### src/rtl/ser_pkg.sv
// Shared types and constants for the serial word transmitter.
`timescale 1ns/1ps
package ser_pkg;
  typedef enum logic [1:0] {IDLE, SHIFT, DONE} tx_state_t;
  localparam int unsigned MIN_CLK_DIV = 2;
endpackage

### src/rtl/ser_word_tx_shiftreg.sv
// Loadable shift register primitive; shiftout is the bit that leaves on the next shift.
`timescale 1ns/1ps
module shiftreg #(
  parameter int unsigned WIDTH     = 8,
  parameter bit          DIRECTION = 1'b0
) (
  input  logic             clk,
  input  logic             clrn,
  input  logic             sclr,
  input  logic             load,
  input  logic             en,
  input  logic             shiftin,
  input  logic [WIDTH-1:0] data,
  output logic             shiftout
);
  logic [WIDTH-1:0] q;

  always_ff @(posedge clk or negedge clrn) begin
    if (!clrn) begin
      q <= '0;
    end else if (!sclr) begin
      q <= '0;
    end else if (en) begin
      if (load)           q <= data;
      else if (DIRECTION) q <= {q[WIDTH-2:0], shiftin};
      else                q <= {shiftin, q[WIDTH-1:1]};
    end
  end

  assign shiftout = DIRECTION ? q[WIDTH-1] : q[0];
endmodule

### src/rtl/ser_word_tx.sv
// Parallel-to-serial word transmitter with framed serial output.
`timescale 1ns/1ps
module ser_word_tx
  import ser_pkg::*;
#(
  parameter int unsigned WIDTH     = 8,
  parameter bit          DIRECTION = 1'b0,
  parameter int unsigned CLK_DIV   = 4
) (
  input  logic             clk,
  input  logic             clrn,
  input  logic             sclr,
  input  logic [WIDTH-1:0] tx_data,
  input  logic             tx_valid,
  output logic             tx_ready,
  output logic             ser_clk,
  output logic             ser_data,
  output logic             ser_frame,
  output logic             busy,
  output logic             done
);
  localparam int unsigned DW = $clog2(CLK_DIV);
  localparam int unsigned BW = $clog2(WIDTH);
  localparam logic [DW-1:0] DIV_LAST = DW'(CLK_DIV - 1);
  localparam logic [DW-1:0] DIV_HALF = DW'(CLK_DIV / 2);
  localparam logic [BW-1:0] BIT_LAST = BW'(WIDTH - 1);

  if (CLK_DIV < MIN_CLK_DIV || (CLK_DIV % 2) != 0) begin : g_bad_div
    $error("ser_word_tx: CLK_DIV must be even and >= %0d", MIN_CLK_DIV);
  end
  if (WIDTH < 2) begin : g_bad_width
    $error("ser_word_tx: WIDTH must be >= 2");
  end

  tx_state_t     state, state_n;
  logic [DW-1:0] div_cnt, div_n;
  logic [BW-1:0] bit_cnt, bit_n;
  logic          sclk_n, frame_n;
  logic          sr_load, sr_en, sr_out;

  shiftreg #(.WIDTH(WIDTH), .DIRECTION(DIRECTION)) u_shiftreg (
    .clk     (clk),
    .clrn    (clrn),
    .sclr    (sclr),
    .load    (sr_load),
    .en      (sr_en),
    .shiftin (1'b0),
    .data    (tx_data),
    .shiftout(sr_out)
  );

  // ser_clk/ser_frame are computed one cycle ahead so they leave the block registered.
  always_comb begin
    state_n = state;
    div_n   = div_cnt;
    bit_n   = bit_cnt;
    frame_n = 1'b0;
    sclk_n  = 1'b0;
    sr_load = 1'b0;
    sr_en   = 1'b0;
    case (state)
      IDLE: begin
        if (tx_valid) begin
          sr_load = 1'b1;
          sr_en   = 1'b1;
          div_n   = '0;
          bit_n   = '0;
          frame_n = 1'b1;
          state_n = SHIFT;
        end
      end
      SHIFT: begin
        frame_n = 1'b1;
        if (div_cnt == DIV_LAST) begin
          div_n = '0;
          if (bit_cnt == BIT_LAST) begin
            state_n = DONE;
            frame_n = 1'b0;
          end else begin
            sr_en = 1'b1;
            bit_n = bit_cnt + 1'b1;
          end
        end else begin
          div_n = div_cnt + 1'b1;
        end
        sclk_n = frame_n && (div_n >= DIV_HALF);
      end
      DONE:    state_n = IDLE;
      default: state_n = IDLE;
    endcase
  end

  always_ff @(posedge clk or negedge clrn) begin
    if (!clrn) begin
      state     <= IDLE;
      div_cnt   <= '0;
      bit_cnt   <= '0;
      ser_clk   <= 1'b0;
      ser_frame <= 1'b0;
    end else if (!sclr) begin
      state     <= IDLE;
      div_cnt   <= '0;
      bit_cnt   <= '0;
      ser_clk   <= 1'b0;
      ser_frame <= 1'b0;
    end else begin
      state     <= state_n;
      div_cnt   <= div_n;
      bit_cnt   <= bit_n;
      ser_clk   <= sclk_n;
      ser_frame <= frame_n;
    end
  end

  assign ser_data = ser_frame & sr_out;
  assign tx_ready = (state == IDLE);
  assign busy     = (state != IDLE);
  assign done     = (state == DONE);
endmodule
### config.mk
export PLATFORM = sky130hd
export DESIGN_NAME = ser_word_tx
export DESIGN_NICKNAME = d
export VERILOG_FILES = /design/src/rtl/ser_pkg.sv /design/src/rtl/ser_word_tx_shiftreg.sv /design/src/rtl/ser_word_tx.sv
export SDC_FILE = /design/constraint.sdc
export NUM_CORES = 1
export LEC_CHECK = 0
export ABC_AREA = 1
export CAP_MARGIN = 0
export CORE_MARGIN = 2
export CORE_UTILIZATION = 40
export CTS_CLUSTER_SIZE = 25
export DETAILED_ROUTE_END_ITERATION = 16
export GPL_ROUTABILITY_DRIVEN = 0
export HOLD_SLACK_MARGIN = 0.05
export SLEW_MARGIN = 10
export SYNTH_ARGS = -nofsm -noshare
export SYNTH_HDL_FRONTEND = slang
export SYNTH_HIERARCHICAL = 1
export SYNTH_SLANG_ARGS = --single-unit
### constraint.sdc
create_clock -name clk -period 2.65 [get_ports clk]
set_input_delay 0.3975 -clock clk [delete_from_list [all_inputs] [get_ports clk]]
set_output_delay 0.3975 -clock clk [all_outputs]
set_load 0.1 [all_outputs]
After elaboration in Yosys (flattened, before gate mapping)
Index checks and enable logic that the tools add are counted.
{"block": "totals", "output_inout_bits": 6, "latch_bits": 0, "romBits": 0, "mem_count": 0, "ff_bits": 17, "mem_bits_rw": 0, "input_bits": 12, "word_cells": 55}
{"block": "classes", "add_sub_neg": 2, "order_cmp": 1, "bitwise_logic": 1, "muxes": 29, "reduce_logical": 6, "shift": 0, "div": 0, "n_mul": 0, "eq_ne": 10}
{"cell": "$mux 8", "count": 3}
{"cell": "$mux 2", "count": 8}
{"cell": "$mux 3", "count": 4}
{"cell": "$ne 3x3->1 const B", "count": 4}
{"cell": "$mux 1", "count": 9}
{"cell": "$pmux 2 s2", "count": 2}
{"cell": "$pmux 3 s2", "count": 1}
{"cell": "$eq 2x2->1 const B", "count": 2}
{"cell": "$pmux 1 s2", "count": 2}
{"cell": "$reduce_and 4->1", "count": 1}
{"cell": "$add 3x1->3 const B", "count": 1}
{"cell": "$eq 3x3->1 const B", "count": 1}
{"cell": "$ne 3x1->1 const B", "count": 1}
{"cell": "$reduce_and 3->1", "count": 1}
{"cell": "$add 2x1->2 const B", "count": 1}
{"cell": "$eq 2x1->1 const B", "count": 1}
{"cell": "$ge 2x2->1 const B", "count": 1}
{"cell": "$logic_not 2->1", "count": 1}
{"cell": "$ne 2x1->1 const B", "count": 1}
{"cell": "$reduce_and 2->1", "count": 1}
{"cell": "$reduce_bool 2->1", "count": 1}
{"cell": "$and 1x1->1", "count": 1}
{"cell": "$logic_and 1x1->1", "count": 1}

Longest topological paths before layout
Gate-level depths: netlist of run 1.
{"block": "logic_depth", "ltp_word": 7, "depth_mapped": 9, "mapped_depth_nobuf": 9}

Modules after synthesis
The synthesis of run 1 kept the hierarchy.
{"mod": "ser_word_tx", "seq_area_each_um2": 225.2, "area_per_inst_um2": 546.8, "cells_each": 65, "instances": 1}
{"mod": "shiftreg", "seq_area_each_um2": 200.2, "area_per_inst_um2": 417.9, "cells_each": 62, "instances": 1}

Worst setup path before layout of run 1
No wires, ideal clock.
{"block": "synth_path", "path_kind": "flip-flop to output port", "from": "reg state[1]", "to": "out done", "setup_slack_ps": 499, "arrival_ps": 1753, "t_required_ps": 2253, "path_stages_with_launch": 3, "n_path_buf": 0, "path_cell_list": "dfrtp_1 inv_2 nor2_1"}
{"block": "synth_via", "elab_chain_cells": 1}
{"element": "start, declared", "line": "ser_word_tx.sv:35", "rtl": "tx_state_t state, state_n;"}
{"element": "start signal, assigned", "line": "ser_word_tx.sv:107", "rtl": "state <= state_n;"}
{"element": "$eq 2x2->1", "line": "ser_word_tx.sv:118", "rtl": "assign done = (state == DONE);"}
{"element": "end, declared", "line": "ser_word_tx.sv:20", "rtl": "output logic done"}
Every way passes these cells.

Worst setup path in the final report of run 1
{"block": "layout_path", "from": "reg state[1]", "to": "out tx_ready"}
{"block": "layout_via", "elab_chain_cells": 1}
{"element": "$logic_not 2->1", "line": "ser_word_tx.sv:116", "rtl": "assign tx_ready = (state == IDLE);"}
{"element": "end, declared", "line": "ser_word_tx.sv:15", "rtl": "output logic tx_ready,"}
Every way passes these cells.

==> run summary, run 1 <==
Slew Viols, Final: 0
share of cells above drive strength 1: 17.0%
status: finished clean
Synth async-reset ratio: 100%
TritonCTS clock tree: built
Cell Chain, Critical Path: nor2_4, buf_4
CP arrival: 1380 ps
Max stage delay on crit path: 480 ps
Area Growth Syn to Fin: 21.4%
post-route cell area: 0.00117 mm²
worst skew pair latency: 290 ps
Starting Density: 42.8%
first-pass detailed-route iteration total: 4
Root Buffer: clkbuf_4
most frequent cell after synthesis: nand2_1
DRT iter0 DRCs: 20
EDFF count, synth: 0
Diodes inserted: 0
CP endpoint kind: output port
CTS Hold Buffers Added: 0
routed vias: 835
most instantiated cells after synthesis: nand2_1 (66), dfrtp_1 (17), inv_1 (9), inv_2 (5)
H-tree levels: 1
Synth cell types: 20
post-cts gate resize count: 0
post-synth top area cell: dfrtp_1
Total GRT Usage: 16.7%
Detail Placement HPWL: 1.41 mm
maximum operating frequency: 0.563 GHz
final wirelength: 1.86 mm
Synth Flop Type: dfrtp_1
# IOs: 18
vias in the first global route: 815
num rows: 17
RSZ-0062 raised after global routing: false
first-pass GRT wire length: 3.38 mm
Std-Cell Core Area: 0.00225 mm²
die width: 53.1 µm
Setup Skew: 4.89 ps
Residual DRC: 0
Synth Register Bits: 17
Period Utilization, post-route: 67.1%
mean post-synth cell area: 7.60 µm²
Crit Path Category: reg -> out
min-delay worst type: reg -> reg
Cell Area, Synth: 965 µm²
post-synthesis net count: 143
Die Ht: 53.1 µm
antenna violations before repair: 0
fillers: 235
CTS clk-pin slew, worst paths: 100 ps
Clock Sinks: 17
die area: 0.00282 mm²
Inserted Clock Buffers: 3
IO Port Bufs: 17
Post-DRT Antenna Nets: 0
Critical Path RT: 2250 ps
Max VDD drop: 0.245 mV
crit start category: flop
top-area cell type share of the netlist area: 44.1%
max-cap viol count: 0
Final min period: 1780 ps
Crit-path slowest cell: dfrtp_1
Setup Total Neg Slack: 0 ps
Via density: 4.77
grt ovf: 0
clock buffer depth: 2
Area contributors post-synth: dfrtp_1 (44%), nand2_1 (26%), ha_1 (5.2%)
PwrDens: 453 mW/mm²
Ys Warns: 6
final hold vios: 0
largest net degree at the start of global routing: 18
Layout Nets: 164
Post-CTS Setup Inserts: 0
average wire per standard cell: 10.7 µm
CP Max Fanout: 6
Slew @ Worst Pin: 785 ps
final-report setup violation count: 0
cell count after synthesis: 127
Post-DP Area: 0.00114 mm²
Seq/Total Area, Yosys: 44.1%
Worst slew margin: 47.5%
cell leakage power: 0.690 nW
==> metal layers <==
metal	global-route usage (%)	share of wire [%]	wire (µm)	up-vias
met1	19.4	45	848	399
met2	29.2	50	927	10
met5	0	0	0	-
li1	-	-	-	424
met4	7.69	0.91	17	0
met3	3.39	3.8	70	2
==> layout make-up <==
| type | instances | area (µm²) | share of cell area (%) |
|---|---|---|---|
| timing repair buffer | 17 | 155 | 13.2 |
| multi-input combinational | 94 | 467 | 39.9 |
| clock buffer | 3 | 22.5 | 1.92 |
| inverter | 15 | 61.3 | 5.24 |
| tap | 28 | 35.0 | 2.99 |
| sequential | 17 | 425 | 36.3 |
| clock inverter | 1 | 5.00 | 0.427 |
==> cells by family (layout without fill, tap and decap cells) <==
family | Yosys count | count (layout) | synth area share, %
buffers and inverters | 16 | 36 | 7.52
DFF | 17 | 17 | 44.1
and+or+nand+nor | 83 | 83 | 37.5
other | 1 | 1 | 0.389
AOI/OAI and AO/OA | 6 | 6 | 5.32
adders and majority gates | 4 | 4 | 5.19
==> worst paths after layout <==
kind                       startpoint              end  slack [ps]  depth (start not counted)
max                          state[1]         tx_ready         870                          2
min                        div_cnt[1]       div_cnt[1]         490                          2
max reg2reg                bit_cnt[0]  u_shiftreg/q[7]         930                          9
min reg2reg                div_cnt[1]       div_cnt[1]         490                          2
max in group asynchronous        clrn  u_shiftreg/q[7]        1600                          1
min in group asynchronous        clrn  u_shiftreg/q[3]         560                          1
==> worst max-delay path: cells and delay by family (launching register included) <==
kind	cells	cell delay, ps
buffers and inverters	1	340
DFF	1	480
and+or+nand+nor	1	270
==> registers in the layout, indices dropped and copies added, names as in the netlist <==
name	flops
bit_cnt	3
div_cnt	2
ser_clk	1
ser_frame	1
state	2
u_shiftreg/q	8
==> metrics by stage <==
stage,hold slack [ps],cells,setup WS [ps],power (W),utilization [%]
after floorplan,102,127,499,0.000359,-
after global placement,463,171,973,0.000397,50.7
after detailed placement,468,171,936,0.000398,50.7
after CTS,495,175,847,0.000541,51.9
after global routing,519,175,798,0.000562,51.9
final,489,175,873,0.000530,51.9
==> where the power goes <==
| part | internal (W) | switching [W] |
|---|---|---|
| clock | 0.0000560 | 0.0000819 |
| combinational | 0.0000373 | 0.0000766 |
| sequential | 0.000270 | 0.00000800 |
| total | 0.000364 | 0.000167 |
==> layout by cell type (no fill, tap or decap) <==
cell,netlist,final
buf_4,0,6
dfrtp_1,17,17
nor2_4,2,2
nand3_1,4,4
clkdlybuf4s50_1,0,11
nand3_2,2,2
nand2_2,1,1
a21boi_4,1,1
o211ai_1,1,1
nand4_1,1,1
inv_1,9,9
inv_2,5,5
nor2_1,4,4
a21oi_1,2,2
ha_1,4,4
nand2_4,1,1
nand2_1,66,66
clkbuf_4,0,3
conb_1,1,1
inv_6,1,1
nor2_2,2,2
o31ai_1,2,2
clkinv_2,0,1
(Power assumes the default switching activity.)
==> run 2: changes to the inputs <==
==> constraint.sdc (replaced) <==
create_clock -name clk -period 1.8 [get_ports clk]
set_input_delay 0.27 -clock clk [delete_from_list [all_inputs] [get_ports clk]]
set_output_delay 0.27 -clock clk [all_outputs]
set_load 0.1 [all_outputs]
==> run 2 against run 1 <==
Net effect: setup slack lost 760 ps; clock skew increased by 3.0 ps; clock power is 52% higher; die area stayed put; critical path type is now reg -> reg; largest cell class unchanged; largest power group unchanged.
==> run summary, run 2 (synthesis gave the netlist of run 1 again) <==
DRT iter0 DRCs: 16 (-20%)
die area: 0.00282 mm² (unchanged)
CP bufs+invs: 2 (+1)
Period Utilization, post-route: 94.0%
Cell Chain, Critical Path: ha_1, ha_1, inv_1, nand2_1, o31ai_2, nand2_1, inv_6, nand2_1, nand2_1
num rows: 17 (unchanged)
Std-Cell Core Area: 0.00225 mm² (unchanged)
Critical Path RT: 2040 ps (-210 ps)
worst flop-to-flop path startpoint: bit_cnt[0]
status: finished clean
Inserted Clock Buffers: 3 (unchanged)
Setup Skew: 7.89 ps (+3.00 ps)
Crit-path slowest cell: dfrtp_1
fillers: 219 (-6.8%)
cell leakage power: 0.719 nW (+4.3%)
internal reg-to-reg setup slack: 110 ps (-820 ps)
share of cells above drive strength 1: 20.7% (+3.7 points)
Diodes inserted: 0 (unchanged)
Max stage delay on crit path: 410 ps (-70 ps)
most frequent CP cell: nand2_1
Starting Density: 42.8% (unchanged)
first-pass detailed-route iteration total: 4 (unchanged)
Via density: 4.77 (about the same)
register with the most flip-flops: u_shiftreg/q
Regs by FF count: u_shiftreg/q: 8 flops, bit_cnt: 3 flops
largest net degree at the start of global routing: 12 (-6)
max-cap viol count: 0 (unchanged)
commonest non-fill, non-tap cells in the layout: nand2_1 (66), dfrtp_1 (16), clkdlybuf4s50_1 (11)
final hold vios: 0 (unchanged)
CP endpoint kind: flop
flip-flop count of the largest register after layout: 8 (unchanged)
dpl cells: 174 (+1.8%)
# IOs: 18 (unchanged)
min-delay worst type: in -> async
Layout Nets: 167 (+1.8%)
Crit Path Category: reg -> reg
clock buffer depth: 2 (unchanged)
final-report setup violation count: 0 (unchanged)
Die Ht: 53.1 µm (unchanged)
Max VDD drop: 0.453 mV (+85%)
CP arrival: 1940 ps (+560 ps)
grt ovf: 0 (unchanged)
final wirelength: 2.00 mm (+7.2%)
Residual DRC: 0 (unchanged)
Area Growth Syn to Fin: 29.8%
antenna violations before repair: 0 (unchanged)
Final min period: 1690 ps
IO Port Bufs: 17 (unchanged)
cell family with most CP delay: adder cells
routed vias: 849 (+1.7%)
vias in the first global route: 821 (+0.74%)
worst skew pair latency: 290 ps (about the same)
PwrDens: 644 mW/mm² (+42%)
first-pass GRT wire length: 3.51 mm (+3.7%)
TritonCTS clock tree: built
Slew Viols, Final: 0 (unchanged)
RR Endpoint: u_shiftreg/q[6]
crit start category: flop
Post-CTS Setup Inserts: 0 (unchanged)
maximum operating frequency: 0.591 GHz
Clock Sinks: 17 (unchanged)
Detail Placement HPWL: 1.52 mm (+7.9%)
Slew @ Worst Pin: 522 ps (-264 ps)
non-filler cells, final: 178 (+1.7%)
R2R depth: 9 (unchanged)
Post-DRT Antenna Nets: 0 (unchanged)
Worst slew margin: 65.1% (+18 points)
CTS clk-pin slew, worst paths: 110 ps (about the same)
Root Buffer: clkbuf_4
Total GRT Usage: 17.6% (+0.91 points)
die width: 53.1 µm (unchanged)
CP Max Fanout: 8 (+2)
H-tree levels: 1 (unchanged)
commonest non-fill, non-tap cell in the layout: nand2_1
Hold Slack: 306 ps (-183 ps)
average wire per standard cell: 11.2 µm (+5.4%)
[run 2: worst max-delay path by stage]
stage                    start               to  slack, ps  cells after the start
floorplan             state[1]             busy         40                      2
global placement    bit_cnt[0]  u_shiftreg/q[0]        150                      9
detailed placement  bit_cnt[0]  u_shiftreg/q[4]         70                      9
CTS                 bit_cnt[0]  u_shiftreg/q[2]         70                      9
global route        bit_cnt[0]  u_shiftreg/q[7]         -6                      9
finish              bit_cnt[0]  u_shiftreg/q[6]        110                      9
[run 2: cell type report]
cell class                      instances  area [µm²]  area share (%)
Clock buffer                            3        22.5            1.80
Clock inverter                          1        5.00           0.400
Inverter                               15        61.3            4.90
Multi-Input combinational cell         94         474            37.9
Sequential cell                        17         427            34.1
Tap cell                               28        35.0            2.80
Timing Repair Buffer                   20         228            18.2
[run 2: worst register-to-register path, cell delays in order, from the launching register on]
cell,delay [ps]
dfrtp_1,410
ha_1,240
ha_1,200
inv_1,50
nand2_1,80
o31ai_2,270
nand2_1,170
inv_6,110
nand2_1,60
nand2_1,50
[run 2: routing by layer]
layer	track usage, %	wire length (µm)	up-vias
met2	28.7	982	11
li1	-	-	433
met1	22.1	912	403
met4	7.69	16	0
met3	3.95	87	2
met5	0	0	-
[run 2: what timing repair did]
item                                    CTS  global route
hold buffers                              0             0
resized for setup                         0             1
endpoints found under the setup margin    0             8
[run 2: report_power, final]
group	switching [W]	leakage, nW	internal, W
Sequential	0.0000118	0.229	0.000398
Clock	0.000128	0.0177	0.0000827
Combinational	0.000118	0.472	0.0000688
Total	0.000257	0.719	0.000550
[run 2: through the flow]
step / instance area (µm²) / total power (W) / util (%) / TNS [ps] / setup slack [ps]
finish: 1250 / 0.000807 / 55.5 / 0 / 109
global route: 1250 / 0.000858 / 55.5 / -5.57 / -5.57
CTS: 1250 / 0.000817 / 55.3 / 0 / 67.0
detailed placement: 1220 / 0.000604 / 54.1 / 0 / 73.1
global placement: 1220 / 0.000601 / 54.1 / 0 / 146
floorplan: 968 / 0.000530 / - / 0 / 37.0
==> variant, RTL diff (flow settings as in run 2) <==
`CLK_DIV`: 4 -> 8.
--- a/src/rtl/ser_word_tx.sv
+++ b/src/rtl/ser_word_tx.sv
@@ -5,7 +5,7 @@
 #(
   parameter int unsigned WIDTH     = 8,
   parameter bit          DIRECTION = 1'b0,
-  parameter int unsigned CLK_DIV   = 4
+  parameter int unsigned CLK_DIV   = 8
 ) (
   input  logic             clk,
   input  logic             clrn,
Function: changed (Yosys sat finds a counterexample within 4 cycles, from zero or initial values).
==> variant against run 2 <==
Largest cell class unchanged. Power grew 4.6%. Cell area up 3.4%. Count of clock-buffer cells in the layout increased by 1. Final cell count rose by 5.1%. Worst setup slack gained 0.077 ns. Area after synthesis increased by 3.2%. Hold slack better by 0.048 ns. Highest routed layer unchanged. First-iteration DRC count is 50% lower. Sequential share of layout area grew 0.81 points. Wire length down 6.0%. Largest power group unchanged. Die area up 3.0%. Sequential cell count increased by 1. Sequential power is 4.9% higher.
==> variant: results (changes against run 2) <==
* Clk slew on worst S/H paths at 0.10 ns
* Final Max Tran Viols at 0 (unchanged)
* Area contributors post-synth: dfrtp_1 (45%), nand2_1 (24%), ha_1 (6.3%)
* Sequential area share after synthesis at 0.452 (+0.0113)
* Post-synth EDFFs at 0 (unchanged)
* Drt pass-1 iters at 3 (-1)
* Synthesized Nets at 151 (+5.6%)
* Crit path largest cell delay at 0.41 ns (about the same)
* Slowest library cell on the worst path: dfrtp_1
* ANT cells at 0 (unchanged)
* Leak at 0.720 nW (+0.13%)
* Sequential group power at 0.430 mW (+4.9%)
* CTS root buffer: clkbuf_4
* Post-cts sizing count at 0 (unchanged)
* Post-synthesis async set-or-reset flop share at 1.00 (unchanged)
* Yosys cell types at 20 (unchanged)
* Clk_skew at 0.00236 ns (-0.00553 ns)
* Initial detailed-routing violation count at 8 (-8)
* Metal-1 WL at 824 µm (-9.6%)
* Status: finished clean
* Routed wire length at 1880 µm (-6.0%)
* Worst skew pair latency at 0.29 ns (about the same)
* Sw Share at 0.279 (-0.0400)
* Highest routed metal layer: met4
* Crit path DAT at 1.84 ns (-0.10 ns)
* CTS buffer count at 3 (unchanged)
* Initial antenna violation count at 0 (unchanged)
* Met2 WL at 946 µm (-3.7%)
* GR Layer Usage met2 at 0.283 (-0.00498)
* Top fanout value on the critical path at 8 (unchanged)
* Largest registers: u_shiftreg/q x8, bit_cnt x3, div_cnt x3
* Layout cell share with drive strength beyond 1 at 0.159 (-0.0474)
* Clock power frac at 0.284 (+0.023)
* Maximum clock path buffer count at 2 (unchanged)
* First-pass GRT wire length at 3200 µm (-8.7%)
* Grt met1 use at 0.174 (-0.0466)
* Synth cell count leaders: nand2_1 (65), dfrtp_1 (18), inv_1 (16)
* Largest net degree at the start of global routing at 14 (+2)
* Fin nets at 175 (+4.8%)
* Main synth FF type: dfrtp_1
* Total GRT Usage at 0.156 (-0.0203)
* Vias in the first global route at 809 (-1.5%)
* Yosys Warn Count at 6 (unchanged)
* DR vias at 847 (-0.24%)
* Post-CTS Setup Bufs at 0 (unchanged)
* DP HPWL at 1510 µm (-0.88%)
* M3 GR Usage at 0.0583 (+0.0188)
* HP Class: primary input to async pin
* CTS H-tree depth at 1 (unchanged)
* Max VDD drop at 0.506 mV (+12%)
* IO Port Bufs at 17 (unchanged)
* Slew @ Worst Pin at 0.599 ns (+0.0772 ns)
* Met3 routed WL at 93 µm (+6.9%)
[variant: critical path: cells and delay by family, from the launching register on]
kind / cells / cell delay [ns]
compound gates: 1 / 0.33
fa+ha+maj: 2 / 0.44
buf+inv: 1 / 0.11
flops: 1 / 0.41
simple gates: 3 / 0.29
[variant: cells by family after synthesis]
logic type / Yosys count / synth area share
flip-flops: 18 / 0.452
adder cells (fa/ha/maj): 5 / 0.0628
buffers and inverters: 19 / 0.0842
AO/OA/AOI/OAI: 9 / 0.0666
AND/OR/NAND/NOR: 82 / 0.330
other: 1 / 0.00377
[variant: final timing paths]
| check | startpoint | to | slack (ns) | cells past startpoint |
|---|---|---|---|---|
| setup / recovery | bit_cnt[0] | u_shiftreg/q[0] | 0.19 | 7 |
| hold reg to reg | bit_cnt[1] | bit_cnt[1] | 0.49 | 2 |
| min in group clk | bit_cnt[1] | bit_cnt[1] | 0.49 | 2 |
| max in group asynchronous | clrn | bit_cnt[1] | 0.95 | 2 |
| setup reg to reg | bit_cnt[0] | u_shiftreg/q[0] | 0.19 | 7 |
| hold / removal | clrn | u_shiftreg/q[4] | 0.35 | 1 |
[variant: per-stage QoR]
step / cell area, µm² / setup WS, ns / TNS [ns] / instances / total power [mW]
after floorplan: 1000 / -0.0868 / -0.0868 / 134 / 0.543
after global placement: 1260 / 0.217 / 0 / 183 / 0.612
after detailed placement: 1260 / 0.198 / 0 / 183 / 0.614
after CTS: 1290 / 0.170 / 0 / 187 / 0.859
after global routing: 1290 / 0.0343 / 0 / 187 / 0.895
final: 1290 / 0.185 / 0 / 187 / 0.844
[variant: area by class of cell]
cell class	count	area [µm²]
multi-input cells	97	469
clock buffers	4	36.3
repair buffers	20	228
inverters	18	72.6
well taps	30	37.5
flip-flops and latches	18	452
fillers	222	1110
